$ cat config.mk
export PLATFORM = sky130hd
export DESIGN_NAME = sign_extend
export DESIGN_NICKNAME = d
export VERILOG_FILES = /design/src/rtl/sign_extend.sv
export SDC_FILE = /design/constraint.sdc
export NUM_CORES = 1
export LEC_CHECK = 0
export ABC_AREA = 1
export BUFFER_PORTS_ARGS = -buffer_cell sky130_fd_sc_hd__buf_4
export CAP_MARGIN = 20
export CORE_MARGIN = 2
export CORE_UTILIZATION = 46
export CTS_BUF_LIST = sky130_fd_sc_hd__clkbuf_2
export CTS_CLUSTER_DIAMETER = 80
export DETAILED_ROUTE_END_ITERATION = 8
export PLACE_DENSITY = 0.87
export SYNTH_ARGS = -nofsm -noshare
export SYNTH_HDL_FRONTEND = slang
export SYNTH_SLANG_ARGS = --single-unit
export TNS_END_PERCENT = 10
$ cat constraint.sdc
create_clock -name clk -period 1.1 [get_ports clk]
set_input_delay 0.11 -clock clk [delete_from_list [all_inputs] [get_ports clk]]
set_output_delay 0.11 -clock clk [all_outputs]
set_load 0.03 [all_outputs]
$ cat src/rtl/sign_extend.sv
// Immediate-extension unit: widens an instruction immediate to datapath width.
// A combinational result feeds same-cycle consumers; a registered copy with a
// valid flag serves the pipelined datapath.
module sign_extend #(
  parameter int unsigned IN_W  = 16,
  parameter int unsigned OUT_W = 32
) (
  input  logic             clk,
  input  logic             rst,
  input  logic [IN_W-1:0]  in,
  input  logic [1:0]       mode,
  input  logic             in_valid,
  output logic [OUT_W-1:0] out,
  output logic [OUT_W-1:0] out_q,
  output logic             out_valid
);

  localparam int unsigned EXT_W = OUT_W - IN_W;

  localparam logic [1:0] MODE_SEXT   = 2'b00;
  localparam logic [1:0] MODE_ZEXT   = 2'b01;
  localparam logic [1:0] MODE_BRANCH = 2'b10;
  localparam logic [1:0] MODE_UPPER  = 2'b11;

  // Reject parameterisations where there is nothing to extend into.
  if (OUT_W <= IN_W) begin : g_bad_width
    $error("sign_extend: OUT_W must be greater than IN_W");
  end

  logic [OUT_W-1:0] sext;
  logic [OUT_W-1:0] zext;

  // Shared sign- and zero-extended forms of the immediate.
  always_comb begin
    sext = {{EXT_W{in[IN_W-1]}}, in};
    zext = {{EXT_W{1'b0}}, in};
  end

  // Mode select; the branch form drops the two sign bits shifted out on top.
  always_comb begin
    out = sext;
    case (mode)
      MODE_SEXT:   out = sext;
      MODE_ZEXT:   out = zext;
      MODE_BRANCH: out = {sext[OUT_W-3:0], 2'b00};
      MODE_UPPER:  out = {in, {EXT_W{1'b0}}};
      default:     out = sext;
    endcase
  end

  // Registered copy: capture on valid, hold otherwise; valid is a 1-cycle delay.
  always_ff @(posedge clk or posedge rst) begin
    if (rst) begin
      out_q     <= '0;
      out_valid <= 1'b0;
    end else begin
      out_valid <= in_valid;
      if (in_valid) begin
        out_q <= out;
      end
    end
  end

endmodule

# --- After elaboration in Yosys (flattened, before gate mapping) ---
# Cells that the tools add are included.
op_classes:
  reduce_logical: 1
  shifts: 0
  addsub: 0
  div: 0
  bitwise: 0
  n_lt_le_gt_ge: 0
  n_eq_ne: 3
  n_mul: 0
  mux: 1
ops:
  columns: ["operator", "n"]
  rows:
  - ["32-bit one-hot mux with 4 select lines", 1]
  - ["2-bit equality test (second input constant)", 2]
  - ["2-bit by 1-bit equality test with 1-bit output (second input constant)", 1]
  - ["2-bit zero test", 1]
word_totals:
  wordCells: 7
  n_memories: 0
  mem_bits_ro: 0
  out_inout_bits: 65
  ramBits: 0
  input_bits: 21
  latch_bits: 0
  reg_bits: 33

# --- Logic depth before layout (Yosys ltp) ---
logic_depth:
  ltp_word: 2
  mapped_depth: 7
  mapped_depth_nobuf: 5

# --- Least setup slack after synthesis ---
# OpenSTA, ideal clock, no wires.
synth_timing:
  kind: "input to register"
  startpoint: "input port mode[0]"
  endpoint: "register out_q[13]"
  required_time_ps: 1032
  n_path_buf: 1
  setup_ps: 68
  t_arrival_ps: 1275
  cell_stages: 6
  slack_ps: -243
  cell_sequence: "buf_6 > inv_4 > nand2_2 > o21ai_0 > nand2_1 > nand2_1"
synth_via:
  elab_chain_cells: 2
  elab_cells_between_ends: 5
  cone_classes: "eq/ne: 3; mux: 1; reduce/logical: 1"
synth_lines:
  columns: ["item", "line", "text"]
  rows:
  - ["from (decl)", "11", "input logic [1:0] mode,"]
  - ["2-bit equality test (tied with other cells)", "42", "case (mode)"]
  - ["32-bit one-hot mux with 4 select lines (*)", "42", null]
  - ["via out[13]", "13", "output logic [OUT_W-1:0] out,"]
  - ["to (signal assigned)", "59", "out_q <= out;"]
  - ["to (decl)", "14", "output logic [OUT_W-1:0] out_q,"]
# The timed path passes the listed nets; every way through them passes the cells marked *.
# A chain may end at the register's enable or synchronous reset.

# --- Final worst setup path ---
layout_timing:
  startpoint: "register out_q[7]"
  endpoint: "output port out_q[7]"
# No word-level cell between the ends.

==> results.md <==
* Final worst-path cycle share at 0.998
* First-pass GRT wire length at roughly 8.1 mm
* Type of element capturing the critical path: output pin
* Cell area after layout at around 2700 um2
* Height of the die at around 67 um
* Number of buffers added by the clock tree synthesis step at 5
* Slowest CP cell: dfrtp_1
* Setup repair after global routing missed its margin: yes
* Clock latency at the later pin of the worst-skew pair at a little under 0.4 ns
* Initial antenna violation count at 0
* Count of mapped cells out of synthesis at between 200 and 250
* Worst slack at placement at 0.0179 ns
* Die Footprint at between 4000 and 5000 um2
* Transition time of the tightest slew-check pin at between 0.4 and 0.5 ns
* Category of the worst setup path launch point: register
* Total setup violations reported at the end of the flow at 0
* Number of rows in the core area at 23
* Ratio of cells with drive above 1 in the final layout at 0.396
* Worst path buffer plus inverter count at 1
* Clock Sink Count at 33
* Unique masters post-synth at 22
* Gr ovfl total at 0
* Number of register bits inferred by synthesis at 33
* Pwr/cell area at roughly 1200 nW/um2
* Maximum operating frequency at slightly above 900 MHz
* Clock tree from TritonCTS: done
* CP top delay family: flip-flops
* Endpoint of the most critical register-to-register path: out_q[8]
* End-of-flow core utilization at 0.695
* # IOs at 86
* Required time of the critical path at 0.99 ns
* Mapped Nets at between 200 and 250
* Yosys warnings at 0
* Cell depth of the worst flop-to-flop path at 3
* Residual DRC at 0
* Post-layout nets at 336
* Initial Utilization at 0.469
* Via count of the first global-routing pass at 1738
* Placed Area at roughly 2500 um2
* Total via count after detailed routing at about 1900
* Total core area at around 4000 um2
* Maximum clock insertion buffer count at 2
* Max VDD drop at approximately 0.00063 V
* Levels on crit path at 1
* Count of buffers inserted at the top-level ports at 85
* Clock transition at path regs at approximately 0.18 ns
* Half-perimeter wire length after detailed placement at 3.84 mm
* Post-layout power at 3.39 mW
* Data arrival time of the critical path at between 0.9 and 1 ns
* Hold slack at roughly 0.0089 ns
* Level count of the clock H-tree at 2
* Crit-path cells: buf_6
* Capturing element of the worst setup path: out_q[7]
* Total Routed Length at 5.23 mm
* Antenna cells at 0
* Placed cell count at 351
* GP Congestion at 0.890
* WL per Instance at around 14 um
* Count of pins over their slew limit at 0
* Number of standard cells in the layout, taps in and fillers out at 366
* Type of the worst setup path: register to output pin
* Critical register-to-register path startpoint: out_q[8]
* Final worst path period need at between 1 and 1.5 ns
* Global router's overall resource usage at 0.238
* Die width at 67.4 um
* Setup clock skew after layout at 0 ns
* Run status: complete, no violations
* Area growth from synthesis to final layout at 48.2%
* Antenna viol nets, final at 0
* Cell area after technology mapping at about 1800 um2
* Leakage power at approximately 1.5 nW
* Reg2Reg Setup Slack at approximately 0.26 ns
* Average instance area after synthesis at approximately 8.4 um2
* Maximum fanout encountered on the critical timing path at 2
* Detailed Routing Iterations Pass 1 at 4
* Root Buffer Master: clkbuf_2
* Maxcap violations at 0
* Worst-case headroom to the max-slew limit at 0.725
* Worst path setup slack after routing at ~0.0024 ns
* Count of endpoints failing hold in the final timing report at 0
* Sequential area share after synthesis at 0.447
* Launch point of the critical path: out_q[7]
* Path type of the worst min-delay path: input pin to register
* Maximum number of pins on one net before global-route repair at 34
* Fill count at between 300 and 400
* Maximum cell stage delay along the critical path at between 0.4 and 0.5 ns
* Setup TNS after final layout at 0 ns
* Iteration-0 DRC count of the detailed router at between 100 and 150
* Avg Vias per Cell at around 5
placed cells by master (no fill, tap or decap), drive strengths merged:
| cell | Yosys | layout |
|---|---|---|
| nand3 | 41 | 41 |
| dlygate4sd3 | 0 | 3 |
| a31oi | 5 | 5 |
| buf | 14 | 100 |
| nand2 | 98 | 98 |
| clkinv | 1 | 4 |
| dfrtp | 33 | 33 |
| o21ai | 9 | 9 |
| clkbuf | 2 | 5 |
| a21oi | 1 | 1 |
| inv | 9 | 9 |
| nor2 | 8 | 8 |
kinds of logic after synthesis:
family                 share of synthesized area
AND/OR/NAND/NOR                            0.413
flip-flops                                 0.447
AO/OA/AOI/OAI                             0.0460
buffers and inverters                     0.0947
routing by layer:
layer / vias to the layer above / track usage / part of all wire
met5: - / 0 / 0
met4: 0 / 0.120 / 0.026
met3: 15 / 0.0517 / 0.079
met2: 89 / 0.385 / 0.50
met1: 863 / 0.298 / 0.39
li1: 895 / - / -
registers in the layout, indices dropped and copies added, names as in the netlist:
name       count
out_q         32
out_valid      1
Yosys cell counts:
master / instances / area share
nand2_2: 1 / 0.0034
buf_6: 2 / 0.012
a21oi_2: 1 / 0.0047
inv_4: 1 / 0.0034
nand3_2: 1 / 0.0054
nand3_4: 11 / 0.10
nor2_4: 1 / 0.0061
buf_4: 6 / 0.024
o21ai_1: 7 / 0.019
a31oi_1: 5 / 0.017
buf_2: 4 / 0.011
dfrtp_1: 33 / 0.45
nand3_1: 29 / 0.078
nor2_1: 7 / 0.014
clkinv_1: 1 / 0.0020
buf_12: 2 / 0.022
inv_2: 1 / 0.0020
nand2_4: 1 / 0.0061
o21ai_0: 2 / 0.0054
inv_1: 7 / 0.014
nand2_1: 96 / 0.19
clkbuf_1: 2 / 0.0041
worst min path at each step:
stage,start,to,slack [ns],cells after the start
after floorplan,in_valid,out_valid,0.14,0
after global placement,rst,out_q[19],0.22,3
after detailed placement,rst,out_q[20],0.24,3
after CTS,in[9],out_q[9],0.004,3
after global routing,in[9],out_q[9],0.01,3
final,in[9],out_q[9],0.009,3
where the power goes:
group | internal [mW] | switching [mW] | leakage, nW
Combinational | 0.563 | 0.860 | 1.08
Sequential | 1.34 | 0.0911 | 0.414
Clock | 0.139 | 0.406 | 0.0278
Total | 2.04 | 1.36 | 1.53
cell type report:
type,instances,area (um2),share of cell area
timing repair buffer,103,915,0.334
multi-input combinational,162,861,0.314
sequential,33,826,0.301
tap,50,62.6,0.0228
inverter,10,40.0,0.0146
clock buffer,5,25.0,0.00913
clock inverter,3,12.5,0.00456
timing repair:
item | 4_1_cts | 5_1_grt
hold buffers | 2 | 1
resized for setup | 3 | 29
hold endpoints to repair | 35 | 1
endpoints found under the setup margin | 4 | 33
setup buffers | 1 | 3
No activity file was read; power rests on OpenSTA's default activity.
